**src/rtl/window3x3_gen_pkg.sv**
```systemverilog
// Shared constants and types for the 3x3 window generator.
//
// IMG_DATA_WIDTH        default pixel width in bits
// WIN_TAPS              number of pixels in one window (3x3)
// IMG_DATA_MATRIX_WIDTH packed window width for the default pixel width
// WIN_ST_FILL/RUN       state encodings of the fill/run FSM
package window3x3_gen_pkg;

  localparam int unsigned IMG_DATA_WIDTH        = 8;
  localparam int unsigned WIN_TAPS              = 9;
  localparam int unsigned IMG_DATA_MATRIX_WIDTH = WIN_TAPS * IMG_DATA_WIDTH;

  localparam logic WIN_ST_FILL = 1'b0;
  localparam logic WIN_ST_RUN  = 1'b1;

  typedef enum logic {
    StFill = WIN_ST_FILL,
    StRun  = WIN_ST_RUN
  } win_state_e;

  // Saturating 16-bit increment for the debug window counter.
  function automatic logic [15:0] sat_inc16(input logic [15:0] val);
    return (val == 16'hFFFF) ? val : val + 16'd1;
  endfunction

endpackage

```
**src/rtl/window3x3_gen_line_delay.sv**
```systemverilog
// line_delay: one image row of delay, DATA_W x DEPTH circular RAM.
//
// A single index addresses both the read and the write port. The read is
// combinational and returns the value written DEPTH accepted pixels ago at
// the same column; the write of the current pixel lands on the next edge.
//
// Ports:
//   clk_i    clock, rising edge
//   we_i     write enable (pixel accepted)
//   idx_i    column index, shared by read and write
//   wdata_i  value stored at idx_i
//   rdata_o  value currently stored at idx_i
module line_delay #(
  parameter int unsigned DATA_W = 8,
  parameter int unsigned DEPTH  = 8,
  parameter int unsigned IDX_W  = (DEPTH > 1) ? $clog2(DEPTH) : 1
) (
  input  logic              clk_i,
  input  logic              we_i,
  input  logic [IDX_W-1:0]  idx_i,
  input  logic [DATA_W-1:0] wdata_i,
  output logic [DATA_W-1:0] rdata_o
);

  // No reset: stale contents are never used because the window is only
  // emitted once two full rows have been written.
  logic [DATA_W-1:0] mem_q [DEPTH];

  always_ff @(posedge clk_i) begin
    if (we_i) begin
      mem_q[idx_i] <= wdata_i;
    end
  end

  assign rdata_o = mem_q[idx_i];

endmodule

```
**src/rtl/window3x3_gen.sv**
```systemverilog
// window3x3_gen: raster pixel stream to packed 3x3 window ("valid" windows only).
//
// Buffers the two previous rows in two line_delay instances and keeps a 3x3
// shift window. One window is emitted, one clock after the completing pixel,
// for every accepted pixel at row>=2 and col>=2.
//
// Ports:
//   clk        clock, rising edge
//   rst        synchronous reset, active-high
//   ena        global enable; 0 stalls everything
//   pix_valid  pix_in valid (accepted only with ena)
//   pix_sof    pix_in is pixel (0,0) of a new frame
//   pix_in     input pixel
//   win_out    {p00,p01,p02,p10,p11,p12,p20,p21,p22}, p00 in the MSBs
//   win_valid  single-cycle pulse: win_out holds a new window
//   frame_done pulse: last pixel of the frame accepted on the previous cycle
//   win_cnt    (only with WIN_CNT_EN) windows emitted in the current frame
//
// Build option: define WIN_CNT_EN to add the saturating win_cnt debug output.
module window3x3_gen
  import window3x3_gen_pkg::*;
#(
  parameter int unsigned DATA_W = IMG_DATA_WIDTH,
  parameter int unsigned IMG_W  = 8,
  parameter int unsigned IMG_H  = 8
) (
  input  logic                       clk,
  input  logic                       rst,
  input  logic                       ena,
  input  logic                       pix_valid,
  input  logic                       pix_sof,
  input  logic [DATA_W-1:0]          pix_in,
  output logic [WIN_TAPS*DATA_W-1:0] win_out,
  output logic                       win_valid,
  output logic                       frame_done
`ifdef WIN_CNT_EN
  ,
  output logic [15:0]                win_cnt
`endif
);

  localparam int unsigned ColW = (IMG_W > 1) ? $clog2(IMG_W) : 1;
  localparam int unsigned RowW = (IMG_H > 1) ? $clog2(IMG_H) : 1;
  localparam int unsigned WinW = WIN_TAPS * DATA_W;

  localparam logic [ColW-1:0] ColLast = ColW'(IMG_W - 1);
  localparam logic [RowW-1:0] RowLast = RowW'(IMG_H - 1);

  logic              accept;
  logic              emit;
  logic [ColW-1:0]   idx;
  logic [DATA_W-1:0] lb0_rd;
  logic [DATA_W-1:0] lb1_rd;
  logic [DATA_W-1:0] col_new [3];
  logic [DATA_W-1:0] shift_nxt [3][3];
  logic [WinW-1:0]   win_flat;

  logic [ColW-1:0]   col_q, col_d;
  logic [RowW-1:0]   row_q, row_d;
  win_state_e        state_q, state_d;
  logic [WinW-1:0]   win_out_q, win_out_d;
  logic              win_valid_q, win_valid_d;
  logic              frame_done_q, frame_done_d;
  logic [DATA_W-1:0] shift_q [3][3];
  logic [DATA_W-1:0] shift_d [3][3];

  // ---------------------------------------------------------------------------
  // Row buffers: lb0 holds the previous row, lb1 the row before that.
  // ---------------------------------------------------------------------------
  assign accept = ena & pix_valid;
  // A start-of-frame pixel is column 0 regardless of where the counter was.
  assign idx    = pix_sof ? '0 : col_q;

  line_delay #(
    .DATA_W (DATA_W),
    .DEPTH  (IMG_W),
    .IDX_W  (ColW)
  ) u_lb0 (
    .clk_i   (clk),
    .we_i    (accept),
    .idx_i   (idx),
    .wdata_i (pix_in),
    .rdata_o (lb0_rd)
  );

  line_delay #(
    .DATA_W (DATA_W),
    .DEPTH  (IMG_W),
    .IDX_W  (ColW)
  ) u_lb1 (
    .clk_i   (clk),
    .we_i    (accept),
    .idx_i   (idx),
    .wdata_i (lb0_rd),
    .rdata_o (lb1_rd)
  );

  // ---------------------------------------------------------------------------
  // Window shift: every row moves left, the new column enters on the right.
  // ---------------------------------------------------------------------------
  always_comb begin
    col_new[0] = lb1_rd;
    col_new[1] = lb0_rd;
    col_new[2] = pix_in;
    for (int r = 0; r < 3; r++) begin
      shift_nxt[r][0] = shift_q[r][1];
      shift_nxt[r][1] = shift_q[r][2];
      shift_nxt[r][2] = col_new[r];
    end
  end

  always_comb begin
    win_flat = '0;
    for (int r = 0; r < 3; r++) begin
      for (int c = 0; c < 3; c++) begin
        win_flat[(8 - (r * 3 + c)) * DATA_W +: DATA_W] = shift_nxt[r][c];
      end
    end
  end

  always_comb begin
    for (int r = 0; r < 3; r++) begin
      for (int c = 0; c < 3; c++) begin
        shift_d[r][c] = accept ? shift_nxt[r][c] : shift_q[r][c];
      end
    end
  end

  // Window contents need no reset: nothing is emitted until they are refilled.
  always_ff @(posedge clk) begin
    shift_q <= shift_d;
  end

  // ---------------------------------------------------------------------------
  // Position counters, FILL/RUN state and registered outputs.
  // ---------------------------------------------------------------------------
  always_comb begin
    col_d   = col_q;
    row_d   = row_q;
    state_d = state_q;
    if (accept) begin
      if (pix_sof) begin
        col_d = ColW'(1);
        row_d = '0;
      end else if (col_q == ColLast) begin
        col_d = '0;
        row_d = (row_q == RowLast) ? '0 : row_q + 1'b1;
      end else begin
        col_d = col_q + 1'b1;
      end
      // RUN exactly while two complete rows sit in the line buffers.
      state_d = (row_d >= RowW'(2)) ? StRun : StFill;
    end
  end

  assign emit = accept & ~pix_sof & (state_q == StRun) & (col_q >= ColW'(2));

  always_comb begin
    win_valid_d  = emit;
    win_out_d    = emit ? win_flat : win_out_q;
    frame_done_d = accept & ~pix_sof & (col_q == ColLast) & (row_q == RowLast);
  end

  always_ff @(posedge clk) begin
    if (rst) begin
      col_q        <= '0;
      row_q        <= '0;
      state_q      <= StFill;
      win_out_q    <= '0;
      win_valid_q  <= 1'b0;
      frame_done_q <= 1'b0;
    end else begin
      col_q        <= col_d;
      row_q        <= row_d;
      state_q      <= state_d;
      win_out_q    <= win_out_d;
      win_valid_q  <= win_valid_d;
      frame_done_q <= frame_done_d;
    end
  end

  assign win_out    = win_out_q;
  assign win_valid  = win_valid_q;
  assign frame_done = frame_done_q;

`ifdef WIN_CNT_EN
  // ---------------------------------------------------------------------------
  // Debug window counter. It moves together with win_valid so it already
  // includes the final window while frame_done is high.
  // ---------------------------------------------------------------------------
  logic [15:0] win_cnt_q, win_cnt_d;
  logic [15:0] cnt_base;

  always_comb begin
    cnt_base  = ((accept & pix_sof) | frame_done_q) ? 16'd0 : win_cnt_q;
    win_cnt_d = emit ? sat_inc16(cnt_base) : cnt_base;
  end

  always_ff @(posedge clk) begin
    if (rst) begin
      win_cnt_q <= '0;
    end else begin
      win_cnt_q <= win_cnt_d;
    end
  end

  assign win_cnt = win_cnt_q;
`endif

endmodule
```
**config.mk**
```make
export PLATFORM = sky130hd
export DESIGN_NAME = window3x3_gen
export DESIGN_NICKNAME = d
export VERILOG_FILES = /design/src/rtl/window3x3_gen_pkg.sv /design/src/rtl/window3x3_gen_line_delay.sv /design/src/rtl/window3x3_gen.sv
export SDC_FILE = /design/constraint.sdc
export NUM_CORES = 1
export LEC_CHECK = 0
export CAP_MARGIN = 20
export CORE_MARGIN = 5
export CORE_UTILIZATION = 50
export CTS_BUF_LIST = sky130_fd_sc_hd__clkbuf_2 sky130_fd_sc_hd__clkbuf_4 sky130_fd_sc_hd__clkbuf_8
export CTS_CLUSTER_SIZE = 20
export DETAILED_ROUTE_END_ITERATION = 10
export GPL_ROUTABILITY_DRIVEN = 0
export PLACE_DENSITY = 0.74
export SLEW_MARGIN = 20
export SYNTH_ARGS = -nofsm -noshare
export SYNTH_HDL_FRONTEND = slang
export SYNTH_SLANG_ARGS = --single-unit
```
**constraint.sdc**
```tcl
create_clock -name clk -period 8.75 [get_ports clk]
set_input_delay 1.75 -clock clk [delete_from_list [all_inputs] [get_ports clk]]
set_output_delay 1.75 -clock clk [all_outputs]
set_load 0.01 [all_outputs]
```
Word level (Yosys, flattened, before mapping)
Memory sizes are Yosys's and may differ from the RTL's.
Index checks and enable logic that the tools add are counted.
{"block": "classes", "addsub": 2, "mul": 0, "n_div": 0, "magnitude_cmp": 2, "eq_ne": 2, "shift": 0, "mux": 10, "n_bitwise": 7, "n_reduce_logical": 0}
{"op": "3-bit 2-to-1 mux", "n": 7}
{"op": "3-bit by 1-bit adder with 3-bit output, second input constant", "n": 2}
{"op": "1-bit bitwise AND", "n": 6}
{"op": "3-bit equality test, second input constant", "n": 2}
{"op": "3-bit by 2-bit >= comparator with 1-bit output, second input constant", "n": 2}
{"op": "1-bit 2-to-1 mux", "n": 3}
{"op": "1-bit NOT", "n": 1}
{"block": "totals", "regBits": 129, "latchBits": 0, "ramBits": 128, "mem_bits_ro": 0, "inputBits": 13, "elab_cells": 37, "memories": 2}
{"memory": "u_lb0.mem_q", "words": 8, "word_bits": 8, "rd": 1, "rd_ports_with_merged_regs": 0, "wr": 1, "line": "window3x3_gen_line_delay.sv:27", "rtl": "logic [DATA_W-1:0] mem_q [DEPTH];"}
{"memory": "u_lb1.mem_q", "words": 8, "word_bits": 8, "rd": 1, "rd_ports_with_merged_regs": 0, "wr": 1, "line": "window3x3_gen_line_delay.sv:27"}

Depth between registers and ports, before layout
{"block": "logic_depth", "depth_word": 7, "ltp_mapped": 9, "ltp_nobuf": 6}

Cells and area by module
From an unflattened synthesis, not the netlist that was laid out.
{"block": "unflattened", "cells_unflattened": 654, "area_unflattened_um2": 10328.7}
{"module": "window3x3_gen", "instances": 1, "cells_per_inst": 412, "area_per_inst_um2": 5218.8, "seq_area_each_um2": 3062.9}
{"module": "line_delay", "instances": 2, "cells_per_inst": 121, "area_per_inst_um2": 2555.0, "seq_area_each_um2": 1921.8}

Least setup slack after synthesis
No wires, ideal clock.
{"block": "synth_timing", "path_kind": "input to register", "startpoint": "input ena", "endpoint": "memory u_lb0.mem_q[1][0] (enable)", "setup_time_ns": 0.409, "t_arrival_ns": 4.279, "setup_slack_ns": 4.062, "path_stages": 4, "path_buffers": 0, "cell_sequence": "nand2_1 -> inv_1 -> nand2_1 -> nor3_1"}
{"block": "synth_between", "elab_chain_len": 3}
{"item": "start: declaration", "line": "window3x3_gen.sv:29", "rtl": "input logic ena,"}
{"item": "1-bit bitwise AND", "line": "window3x3_gen.sv:70", "rtl": "assign accept = ena & pix_valid;"}
{"item": "named net accept", "line": "window3x3_gen.sv:49", "rtl": "logic accept;"}
{"item": "1-bit 2-to-1 mux", "line": "window3x3_gen_line_delay.sv:30", "rtl": "if (we_i) begin"}
{"item": "1-bit 2-to-1 mux (not written as such)", "line": "window3x3_gen_line_delay.sv:31", "rtl": "mem_q[idx_i] <= wdata_i;"}
{"item": "end: declaration", "line": "window3x3_gen_line_delay.sv:27"}
The timed path passes the listed nets, and every way through them passes these cells.

Worst setup path in the final report
{"block": "layout_timing", "startpoint": "input pix_sof", "endpoint": "memory u_lb0.mem_q[7][4] (enable)"}
{"block": "layout_between", "elab_chain_len": 1}
{"item": "start: declaration", "line": "window3x3_gen.sv:31", "rtl": "input logic pix_sof,"}
{"item": "3-bit 2-to-1 mux", "line": "window3x3_gen.sv:72", "rtl": "assign idx = pix_sof ? '0 : col_q;"}
Every way passes these cells.

==> key figures <==
Setup path
  • Critical Path Sink Type: flop
  • Endpoint arrival time on the critical path: 3.94 ns
  • Req. time, crit path: 8.89 ns
  • Kind of start point of the critical path: primary input
  • Type of the setup path with the least slack: in2reg
  • Maximum fanout along the worst path: 34

Finish
  • Commonest cells after routing, fill and taps aside: 176 x edfxtp_1, 130 x nand2_1, 85 x clkdlybuf4s50_1
  • Share of post-route cells with drive strength above 1: 11.9%
  • Number of fill cells: between 1,000 and 1,500
  • Non-filler cells, final: 1,060
  • Synthesis-to-layout area growth: 19.0%
  • Commonest non-fill, non-tap cell in the layout: edfxtp_1
  • Post-layout nets: 815
  • Antenna cell count: 0

Clocking
  • Clock edge transition at the registers on the reported setup and hold paths: 0.06 ns
  • Number of H-tree levels: 2
  • Number of clock buffers inserted by TritonCTS: 40
  • CTS sink cnt: 257
  • Hold buffer count at cts: 0
  • Clock latency at the later pin of the worst-skew pair: 0.53 ns
  • Post_cts resized: 0
  • Number of buffers inserted by post-CTS setup repair: 0
  • Clock root buffer: clkbuf_8
  • Longest Clk Path Bufs: 3
  • CTS tree: built

Synth
  • Share of the synthesized area in the top cell type: a little under three fifths
  • Share of synthesized area occupied by flip-flops and latches: 72.8%
  • Per-instance average area after synthesis: 13.5 sq um
  • Count of unique library cells instantiated by Yosys: 45
  • Gate count of the mapped netlist: 705
  • Synthesis Warnings: 0
  • Flip-flop and latch count after synthesis: 257
  • Most area-consuming cells after synthesis: edfxtp_1 56%, dfxtp_1 17%, nand2_1 5.1%
  • Synth area leader: edfxtp_1
  • Synth Flop Type: edfxtp_1
  • Synthesized area: 9490 sq um
  • EDFF count, synth: roughly 180
  • Syn nets: 723
  • Ys async rst share: 0%

Timing
  • Fin Clk Skew: 0.0136 ns
  • Final-report hold violation count: 0
  • Pin slew with the least headroom to its limit: approximately 0.9 ns
  • Setup repair after global routing missed its margin: false
  • Final setup vio count: 0
  • Fmax: 263 MHz
  • Slew Limit Fails: 0
  • Share of the clock period used by the worst path: between 40% and 50%
  • Total Negative Setup Slacks: 0 ns
  • Final worst path period need: ~3.8 ns
  • Worst rel slew slack: 39.7%

Floorplanning
  • Boundary Pins: 87
  • Floorplan row count: 50
  • Placeable core area: ~19,000 sq um
  • Vertical die dimension: 148 um
  • Die Width: 148 um
  • Die Footprint: 21,800 sq um
  • Initial core utilization: approximately 50%

Routing
  • Count of TritonRoute iterations in the first routing pass: 5
  • Routed Wire Length: 20,100 um
  • Detail Route Antenna Nets: 0
  • Per-cell via count in the routed design: about 5.5
  • Average routed wire per standard cell: between 15 and 20 um
  • Number of remaining DRC errors: 0
  • Vias after detailed routing: 5,807
  • DRT iter0 DRCs: between 400 and 500

Placement
  • Number of placed instances with taps included: 989
  • IO Port Bufs: 86
  • Detailed placement HPWL: 12,800 um

Job
  • Max_cap viols: 0

Power and ir drop
  • Total power divided by cell area: ~210 nW/um^2
  • Maximum vdd drop: 0.0885 mV
  • Static leakage power: 3.72 nW

Global routing
  • Remaining global-route overflow: 0
  • GR Layer Usage met2: 29.9%
  • Wire length of the first global-routing pass: 31,900 um
  • Grt peak-use layer: met2
  • GR Layer Usage met1: 24.6%
  • Largest net degree at the start of global routing: 83
  • Total global routing track utilization: around 18%
  • Met3 track demand over resource: 4.32%
  • Via count of the first global-routing pass: 5,820
  • Antenna violations before repair: 0

Worst hold path
  • Worst min-delay path class: reg2reg

Run status
  • Result of the run: finished clean
[final timing paths]
check | endpoint | slack, ns | startpoint | cells past startpoint
min | shift_nxt[41] | 0.44 | shift_nxt[33] | 0
max | u_lb0.mem_q[7][4] | 4.95 | pix_sof | 4
min reg2reg | shift_nxt[41] | 0.44 | shift_nxt[33] | 0
max reg2reg | win_out[26] | 5.32 | col_q[0] | 7
[cell families (layout without fill, tap and decap cells)]
family          Yosys count  count (layout)  share of synthesized area [%]
fa+ha+maj                 5               5                          0.659
simple gates            170             170                           7.46
flops                   257             257                           72.8
compound gates          166             166                           11.2
buf+inv                  62             183                           3.20
mux                      45              45                           4.77
[stage by stage]
| stage | hold slack, ns | area, sq um | total power, W | setup WS [ns] | utilization [%] |
|---|---|---|---|---|---|
| 6_report | 0.443 | 11300 | 0.00237 | 4.95 | 60.4 |
| 5_1_grt | 0.459 | 11300 | 0.00246 | 4.85 | 60.4 |
| 4_1_cts | 0.443 | 11300 | 0.00239 | 4.97 | 60.4 |
| 3_5_place_dp | 0.434 | 10500 | 0.00144 | 4.41 | 56.3 |
| 3_3_place_gp | 0.431 | 10500 | 0.00144 | 4.25 | 56.1 |
| 2_1_floorplan | 0.426 | 9490 | 0.00141 | 4.06 | - |
[synthesized netlist by cell type, types with 2 or more instances]
cell type,instances
edfxtp_1,176
nand2_1,130
dfxtp_1,81
a21oi_1,75
mux2i_1,43
buf_2,20
clkbuf_1,16
nor2_1,16
o22ai_1,16
a22o_1,15
inv_1,15
o21a_1,14
o21ai_0,12
a211o_1,8
a211o_2,6
nor3_1,6
o21ai_1,6
ha_1,5
nor2b_1,5
buf_4,4
buf_6,4
nand3b_1,4
a2111oi_0,2
a32oi_1,2
mux2_2,2
nand3_1,2
or3b_1,2
[power breakdown]
part | internal (W) | switching (W) | total, W
Combinational | 0.0000289 | 0.0000621 | 0.0000909
Sequential | 0.00132 | 0.00000721 | 0.00133
Clock | 0.000521 | 0.000430 | 0.000950
[registers in the layout (all words and copies together) (netlist names)]
name         flops
u_lb1.mem_q     64
state_q          1
row_q            3
u_lb0.mem_q     64
win_out         72
col_q            3
shift_nxt       48
frame_done       1
win_valid        1
[critical path, cell delays in order]
cell	delay [ns]
clkdlybuf4s50_1	0.40
buf_4	0.25
nand3b_1	0.63
nor2_2	0.89
[cell type report]
class / count / area (sq um) / share of cell area, %
clock buffer: 59 / 712 / 6.30
clock inverter: 12 / 57.6 / 0.509
inverter: 16 / 60.1 / 0.532
multi-input combinational: 386 / 2330 / 20.7
sequential: 257 / 6910 / 61.1
tap: 234 / 293 / 2.59
timing repair buffer: 96 / 935 / 8.27
[layer usage]
| metal | routed length, um | vias up |
|---|---|---|
| li1 | - | 2755 |
| met1 | 8720 | 2823 |
| met2 | 9750 | 198 |
| met3 | 1210 | 31 |
| met4 | 386 | 0 |
| met5 | 0 | - |
Note: power is estimated with default switching activity, not from simulation.
